--- src/rtl/pic_pkg.sv ---
// rtl/pic_pkg.sv - shared types, command codes and decode bit positions for pic_core_n
package pic_pkg;

   typedef enum logic [1:0] {S_ICW1, S_ICW2, S_ICW4, S_READY} init_state_t;
   typedef enum logic [1:0] {A_IDLE, A_ACK1, A_ACK2} ack_state_t;

   localparam logic [2:0] OCW2_CLR_ROT_AEOI = 3'b000;
   localparam logic [2:0] OCW2_NS_EOI       = 3'b001;
   localparam logic [2:0] OCW2_NOP          = 3'b010;
   localparam logic [2:0] OCW2_SP_EOI       = 3'b011;
   localparam logic [2:0] OCW2_SET_ROT_AEOI = 3'b100;
   localparam logic [2:0] OCW2_ROT_NS_EOI   = 3'b101;
   localparam logic [2:0] OCW2_SET_PRIO     = 3'b110;
   localparam logic [2:0] OCW2_ROT_SP_EOI   = 3'b111;

   localparam int ICW1_IC4     = 0;
   localparam int ICW1_LTIM    = 3;
   localparam int ICW1_SEL     = 4;
   localparam int ICW4_AEOI    = 1;
   localparam int OCW_SEL3     = 3;
   localparam int OCW2_CMD_LSB = 5;
   localparam int OCW3_RR      = 1;
   localparam int OCW3_RIS     = 0;

   // 0 = highest priority; the line just after lp is the highest
   function automatic int prio_rank(input int idx, input int low, input int n);
      return (idx + 2 * n - low - 1) % n;
   endfunction

endpackage

--- src/rtl/pic_prio_resolver.sv ---
// rtl/pic_prio_resolver.sv - rotating priority encoder, lp+1 highest down to lp lowest
module pic_prio_resolver #(
   parameter int N  = 8,
   parameter int IW = 3
) (
   input  logic [N-1:0]  req,
   input  logic [IW-1:0] lp,
   output logic          valid,
   output logic [IW-1:0] idx
);

   logic [IW-1:0] pos;

   // Walk from lowest to highest priority so the last hit is the winner
   always_comb begin
      valid = 1'b0;
      idx   = '0;
      pos   = '0;
      for (int k = N; k >= 1; k--) begin
         pos = IW'((int'(lp) + k) % N);
         if (req[pos]) begin
            valid = 1'b1;
            idx   = pos;
         end
      end
   end

endmodule

--- src/rtl/pic_core_n.sv ---
// rtl/pic_core_n.sv - single 8259-style interrupt controller core without cascade
module pic_core_n
   import pic_pkg::*;
#(
   parameter int NUM_IRQ = 8,
   parameter int BUS_W   = 8
) (
   input  logic               clk,
   input  logic               rst,
   input  logic               wr_en,
   input  logic               rd_en,
   input  logic               a0,
   input  logic [BUS_W-1:0]   wr_data,
   output logic [BUS_W-1:0]   rd_data,
   input  logic [NUM_IRQ-1:0] irq_in,
   input  logic               inta,
   output logic               int_out,
   output logic [BUS_W-1:0]   vec_out,
   output logic               vec_valid
);

   localparam int IDX_W = $clog2(NUM_IRQ);
   localparam int VB_W  = BUS_W - IDX_W;

   init_state_t        init_q, init_nx;
   ack_state_t         ack_q, ack_nx;
   logic [NUM_IRQ-1:0] imr, imr_nx, isr, isr_nx, irr, irr_nx, irq_q;
   logic               ltim, ltim_nx, ic4, ic4_nx, aeoi, aeoi_nx, rot_aeoi, rot_aeoi_nx;
   logic               read_sel, read_sel_nx, ack_spur, ack_spur_nx;
   logic [IDX_W-1:0]   lp, lp_nx, ack_w, ack_w_nx;
   logic [VB_W-1:0]    vec_base, vec_base_nx;
   logic [BUS_W-1:0]   rd_data_nx, vec_out_nx;
   logic               vec_valid_nx, int_out_nx;

   logic               ready, wr_icw1, wr_ocw2, wr_ocw3, ack_go, l_ok, higher;
   logic [NUM_IRQ-1:0] pend;
   logic               pend_v, isr_v;
   logic [IDX_W-1:0]   pend_idx, isr_idx, l_idx;

   assign ready   = (init_q == S_READY);
   assign wr_icw1 = wr_en && !a0 && wr_data[ICW1_SEL];
   assign wr_ocw2 = ready && wr_en && !a0 && !wr_data[ICW1_SEL] && !wr_data[OCW_SEL3];
   assign wr_ocw3 = ready && wr_en && !a0 && !wr_data[ICW1_SEL] && wr_data[OCW_SEL3];
   assign ack_go  = ready && inta && !wr_icw1;
   assign l_idx   = wr_data[IDX_W-1:0];
   assign l_ok    = int'(l_idx) < NUM_IRQ;
   assign pend    = irr & ~imr;

   pic_prio_resolver #(.N(NUM_IRQ), .IW(IDX_W)) u_pend_prio (
      .req(pend), .lp(lp), .valid(pend_v), .idx(pend_idx));
   pic_prio_resolver #(.N(NUM_IRQ), .IW(IDX_W)) u_isr_prio (
      .req(isr), .lp(lp), .valid(isr_v), .idx(isr_idx));

   // Fully nested: only a request that outranks everything in service interrupts
   assign higher = pend_v && (!isr_v ||
      prio_rank(int'(pend_idx), int'(lp), NUM_IRQ) < prio_rank(int'(isr_idx), int'(lp), NUM_IRQ));

   always_comb begin
      init_nx      = init_q;
      ack_nx       = ack_q;
      imr_nx       = imr;
      isr_nx       = isr;
      ltim_nx      = ltim;
      ic4_nx       = ic4;
      aeoi_nx      = aeoi;
      rot_aeoi_nx  = rot_aeoi;
      read_sel_nx  = read_sel;
      ack_spur_nx  = ack_spur;
      lp_nx        = lp;
      ack_w_nx     = ack_w;
      vec_base_nx  = vec_base;
      rd_data_nx   = rd_data;
      vec_out_nx   = vec_out;
      vec_valid_nx = 1'b0;
      int_out_nx   = ready && higher && (ack_q != A_ACK1) && !ack_go;
      irr_nx       = ltim ? irq_in : ((irr & irq_in & ~isr) | (irq_in & ~irq_q));

      case (init_q)
         S_ICW2: if (wr_en && a0) begin
            vec_base_nx = wr_data[BUS_W-1:IDX_W];
            init_nx     = ic4 ? S_ICW4 : S_READY;
         end
         S_ICW4: if (wr_en && a0) begin
            aeoi_nx = wr_data[ICW4_AEOI];
            init_nx = S_READY;
         end
         default: ;
      endcase

      if (ready && wr_en && a0) imr_nx = wr_data[NUM_IRQ-1:0];
      if (wr_ocw3 && wr_data[OCW3_RR]) read_sel_nx = wr_data[OCW3_RIS];
      if (wr_ocw2) begin
         case (wr_data[OCW2_CMD_LSB +: 3])
            OCW2_NS_EOI:       if (isr_v) isr_nx[isr_idx] = 1'b0;
            OCW2_SP_EOI:       if (l_ok) isr_nx[l_idx] = 1'b0;
            OCW2_ROT_NS_EOI:   if (isr_v) begin isr_nx[isr_idx] = 1'b0; lp_nx = isr_idx; end
            OCW2_ROT_SP_EOI:   if (l_ok) begin isr_nx[l_idx] = 1'b0; lp_nx = l_idx; end
            OCW2_SET_ROT_AEOI: rot_aeoi_nx = 1'b1;
            OCW2_CLR_ROT_AEOI: rot_aeoi_nx = 1'b0;
            OCW2_SET_PRIO:     if (l_ok) lp_nx = l_idx;
            OCW2_NOP:          ;
         endcase
      end

      // Acknowledge runs after the write so an ISR set beats an EOI clear of the same bit
      if (ack_go) begin
         if (ack_q == A_ACK1) begin
            vec_out_nx   = {vec_base, ack_w};
            vec_valid_nx = 1'b1;
            if (aeoi && !ack_spur) begin
               isr_nx[ack_w] = 1'b0;
               if (rot_aeoi) lp_nx = ack_w;
            end
            ack_nx = A_ACK2;
         end else begin
            ack_spur_nx = !pend_v;
            ack_w_nx    = pend_v ? pend_idx : IDX_W'(NUM_IRQ - 1);
            if (pend_v) begin
               isr_nx[pend_idx] = 1'b1;
               irr_nx[pend_idx] = 1'b0;
            end
            ack_nx = A_ACK1;
         end
      end else if (ack_q == A_ACK2) begin
         ack_nx = A_IDLE;
      end

      if (rd_en) rd_data_nx = a0 ? BUS_W'(imr) : (read_sel ? BUS_W'(isr) : BUS_W'(irr));

      if (wr_icw1) begin
         ic4_nx      = wr_data[ICW1_IC4];
         ltim_nx     = wr_data[ICW1_LTIM];
         imr_nx      = '0;
         isr_nx      = '0;
         irr_nx      = '0;
         rot_aeoi_nx = 1'b0;
         aeoi_nx     = 1'b0;
         lp_nx       = IDX_W'(NUM_IRQ - 1);
         read_sel_nx = 1'b0;
         ack_nx      = A_IDLE;
         ack_spur_nx = 1'b0;
         int_out_nx  = 1'b0;
         init_nx     = S_ICW2;
      end
   end

   always_ff @(posedge clk) begin
      if (rst) begin
         init_q    <= S_ICW1;
         ack_q     <= A_IDLE;
         imr       <= '0;
         isr       <= '0;
         irr       <= '0;
         irq_q     <= '0;
         ltim      <= 1'b0;
         ic4       <= 1'b0;
         aeoi      <= 1'b0;
         rot_aeoi  <= 1'b0;
         read_sel  <= 1'b0;
         ack_spur  <= 1'b0;
         lp        <= IDX_W'(NUM_IRQ - 1);
         ack_w     <= '0;
         vec_base  <= '0;
         rd_data   <= '0;
         vec_out   <= '0;
         vec_valid <= 1'b0;
         int_out   <= 1'b0;
      end else begin
         init_q    <= init_nx;
         ack_q     <= ack_nx;
         imr       <= imr_nx;
         isr       <= isr_nx;
         irr       <= irr_nx;
         irq_q     <= irq_in;
         ltim      <= ltim_nx;
         ic4       <= ic4_nx;
         aeoi      <= aeoi_nx;
         rot_aeoi  <= rot_aeoi_nx;
         read_sel  <= read_sel_nx;
         ack_spur  <= ack_spur_nx;
         lp        <= lp_nx;
         ack_w     <= ack_w_nx;
         vec_base  <= vec_base_nx;
         rd_data   <= rd_data_nx;
         vec_out   <= vec_out_nx;
         vec_valid <= vec_valid_nx;
         int_out   <= int_out_nx;
      end
   end

endmodule

--- config.mk ---
export PLATFORM = sky130hd
export DESIGN_NAME = pic_core_n
export DESIGN_NICKNAME = d
export VERILOG_FILES = /design/src/rtl/pic_pkg.sv /design/src/rtl/pic_prio_resolver.sv /design/src/rtl/pic_core_n.sv
export SDC_FILE = /design/constraint.sdc
export NUM_CORES = 1
export LEC_CHECK = 0
export BUFFER_PORTS_ARGS = -buffer_cell sky130_fd_sc_hd__buf_4
export CORE_UTILIZATION = 62
export DETAILED_ROUTE_END_ITERATION = 10
export MAX_ROUTING_LAYER = met4
export PLACE_DENSITY = 0.81
export SYNTH_ARGS = -nofsm -noshare
export SYNTH_HDL_FRONTEND = slang
export SYNTH_SLANG_ARGS = --single-unit
--- constraint.sdc ---
create_clock -name clk -period 7.6 [get_ports clk]
set_clock_uncertainty 0.15 [all_clocks]
set_input_delay 1.14 -clock clk [delete_from_list [all_inputs] [get_ports clk]]
set_output_delay 1.14 -clock clk [all_outputs]
set_load 0.01 [all_outputs]
==> results.py <==
metrics = {
    "status": {
        "status": "complete, no violations",
    },
    "die": {
        "start_util_pct": 65.1,
        "die_w_um": 95.6,
        "io_pins": 40,
        "fp.dieH_um": 95.6,
        "die-area_sq_um": 9140,
        "rows": 33,
        "coreArea_sq_um": 8340,
    },
    "sta": {
        "worst_pin_slew_ns": 0.769,
        "finalSetupViolCount": 0,
        "rsz0062_at_grt": "no",
        "min_period_ns": 5.93,
        "slew-limit-headroom_pct": 48.8,
        "fmax_mhz": 169,
        "finalCritPeriodShare_pct": 78.1,
        "drv_slew": 0,
        "totalNegativeSetupSlack_ns": 0,
        "hold_viol": 0,
    },
    "clocking": {
        "cts_tree": "done",
        "post_cts_resized": 0,
        "clkTransAtPathRegs_ns": 0.08,
        "cts_max_level": 3,
        "cts_made_buffers": 9,
        "cts_hold_buf": 0,
        "root_buffer": "clkbuf_8",
        "cts_buffer_depth": 2,
        "clock_sinks": 71,
        "cts_setup_buffers": 0,
        "clkLatencyLatePin_ns": 0.36,
    },
    "layout": {
        "final_common_cell": "nand2_1",
        "area_growth_pct": 10.1,
        "mostFrequentLayoutCells": "nand2_1 (83), dfxtp_1 (71), buf_4 (47), a21oi_1 (40), nor2_1 (40)",
        "nNetsFinal": 706,
        "drive_above_1_share_pct": 16.9,
        "n_antenna_cell": 0,
    },
    "grt": {
        "grt_pass1_wl_mm": 25.0,
        "antenna_found_initial": 0,
        "grt_usage_pct": 37.0,
        "grt_pass1_vias": 4935,
        "grt_max_degree": 39,
        "grt-ovfl-total": 0,
    },
    "detailed_routing": {
        "dr.pass1.iters": 5,
        "wire_per_inst_um": 19.7,
        "via_per_inst": 6.75,
        "drc": 0,
        "top_layer": "met4",
        "drt_iter0_markers": 405,
        "met2_length_mm": 7.22,
        "ant_nets": 0,
        "route.met3.wl_mm": 1.24,
        "wl_met1_mm": 6.39,
        "vias": 5230,
        "routed_wl_mm": 15.3,
    },
    "worst_hold_path": {
        "hp-start": "vec_base[1]",
        "hold_depth": 2,
        "hp-class": "reg2reg",
    },
    "power_and_ir_drop": {
        "power.switching_w": 0.000234,
        "power_w": 0.000888,
        "switching_share_pct": 26.3,
        "powerDensity_nw_per_um2": 148,
        "comb_power_share_pct": 14.8,
        "vdd_drop_max_v": 0.000155,
        "power.internal_w": 0.000654,
        "p_leak_nw": 2.28,
        "seqPwrFrac_pct": 43.3,
        "clockPowerShare_pct": 42.0,
    },
    "logic_synthesis": {
        "netlist.area_leader.share_pct": 26.2,
        "syn_area_sq_um": 5430,
        "netlist_instances": 644,
        "ys_warn_count": 0,
        "synth_area_per_cell_sq_um": 8.44,
        "ys_ff_latch": 71,
        "yosysSeqAreaShare_pct": 26.2,
        "synth.top_cells.by_area": "dfxtp_1 (26%), mux4_2 (8.7%), mux2i_1 (7.0%), nand2_1 (5.7%), a21oi_1 (3.7%)",
        "synth-edff-count": 0,
        "async_flop_share_pct": 0,
        "syn_nets": 685,
        "synth-main-ff-cell": "dfxtp_1",
        "synth_cell_types": 83,
        "synth_top_area_cell": "dfxtp_1",
    },
    "flow_run": {
        "maxCapViolCount": 0,
    },
    "worst_setup_path": {
        "crit_required_ns": 7.68,
        "cp-end-kind": "flop",
        "cp-start-kind": "flop",
        "r2r-start": "lp[0]",
        "arrival_ns": 6.01,
        "rr_worst_depth": 18,
        "crit_fanout": 33,
        "path_class": "reg2reg",
        "startpoint": "lp[0]",
    },
    "place": {
        "place.gp.congestion": 0.996,
        "hpwlAfterDp_mm": 11.3,
        "io_buffer_count": 39,
    },
}
-- critical path, stage by stage, from the launching register on --
cell and delay, ns:
dfxtp_1 0.31, buf_4 0.38, inv_4 0.15, ha_1 0.83
clkinv_1 0.51, mux4_2 0.48, nand2_1 0.10, o211ai_1 0.13
nor3_4 0.35, inv_2 0.13, ha_1 0.24, fa_1 0.42
fa_1 0.55, nand4_1 0.10, a221oi_1 0.27, ha_1 0.22
nor2_1 0.05, a311oi_1 0.35, nor4_1 0.09
-- sequential cells by signal, indices dropped and copies added (netlist names), 2 cells and up --
name and count:
isr 8, rd_data 8, vec_out 8, vec_base 5
irr 8, ack_q 2, lp 3, ack_w 3
imr 8, irq_q 8, init_q 2
-- worst paths after layout --
kind           endpoint  slack [ns]
max reg2reg     int_out        1.67
min reg2reg  vec_out[4]        0.30
max             int_out        1.67
min          vec_out[4]        0.30
-- layer usage --
| metal | global-route usage [%] | up-vias |
|---|---|---|
| met5 | - | - |
| met4 | 14.1 | 0 |
| met3 | 6.62 | 48 |
| met2 | 58.6 | 269 |
| met1 | 47.2 | 2475 |
| li1 | - | 2438 |
-- logic make-up after synthesis --
kind of cell    after synthesis  synth area share (%)
compound gates              162                  20.8
xor+xnor                      9                  1.59
fa+ha+maj                    19                  4.93
buf+inv                      66                  5.34
flops                        71                  26.2
mux                          68                  17.8
simple gates                249                  23.4
-- layout make-up --
cell class                      instances  area [sq um]
Fill cell                             698          2360
Inverter                               29           111
Clock buffer                           10           128
Clock inverter                          6           116
Multi-Input combinational cell        507          3720
Tap cell                              105           131
Timing Repair Buffer                   47           353
Sequential cell                        71          1420
-- power by group through the flow --
stage	clock network [W]	registers, W	logic, W
floorplan	0	0.000391	0.0000954
global placement	0	0.000392	0.000126
detailed placement	0	0.000392	0.000128
CTS	0.000372	0.000384	0.000129
global route	0.000388	0.000385	0.000145
finish	0.000373	0.000384	0.000131
-- through the flow --
stage / cell area, sq um / setup slack, ns / cells / utilization, % / hold WS, ns
2_1_floorplan: 5430 / 2.13 / 644 / - / 0.282
3_3_place_gp: 5740 / 1.95 / 759 / 68.8 / 0.289
3_5_place_dp: 5740 / 1.72 / 759 / 68.8 / 0.299
4_1_cts: 5980 / 1.69 / 775 / 71.7 / 0.309
5_1_grt: 5980 / 1.21 / 775 / 71.7 / 0.324
6_report: 5980 / 1.67 / 775 / 71.7 / 0.302
-- Yosys cell counts, types with 4 or more instances --
library cell,instances
nand2b_1,13
dfxtp_1,71
nor3_1,18
xnor2_1,4
nand4_1,13
a31oi_1,13
a21oi_1,40
buf_6,4
nand3_1,16
nor2b_1,24
clkbuf_1,21
mux4_2,21
and2_1,6
buf_2,5
o31ai_1,5
o21ai_0,27
o22ai_1,5
xor2_1,4
and3_1,9
nand3b_1,6
mux2_2,7
o211ai_1,14
o2bb2ai_1,4
a211o_1,4
o221ai_1,5
nand2_1,83
inv_1,22
ha_1,15
buf_1,6
fa_1,4
nor2_1,40
mux2i_1,38
Power figures use the tool's default switching activity.
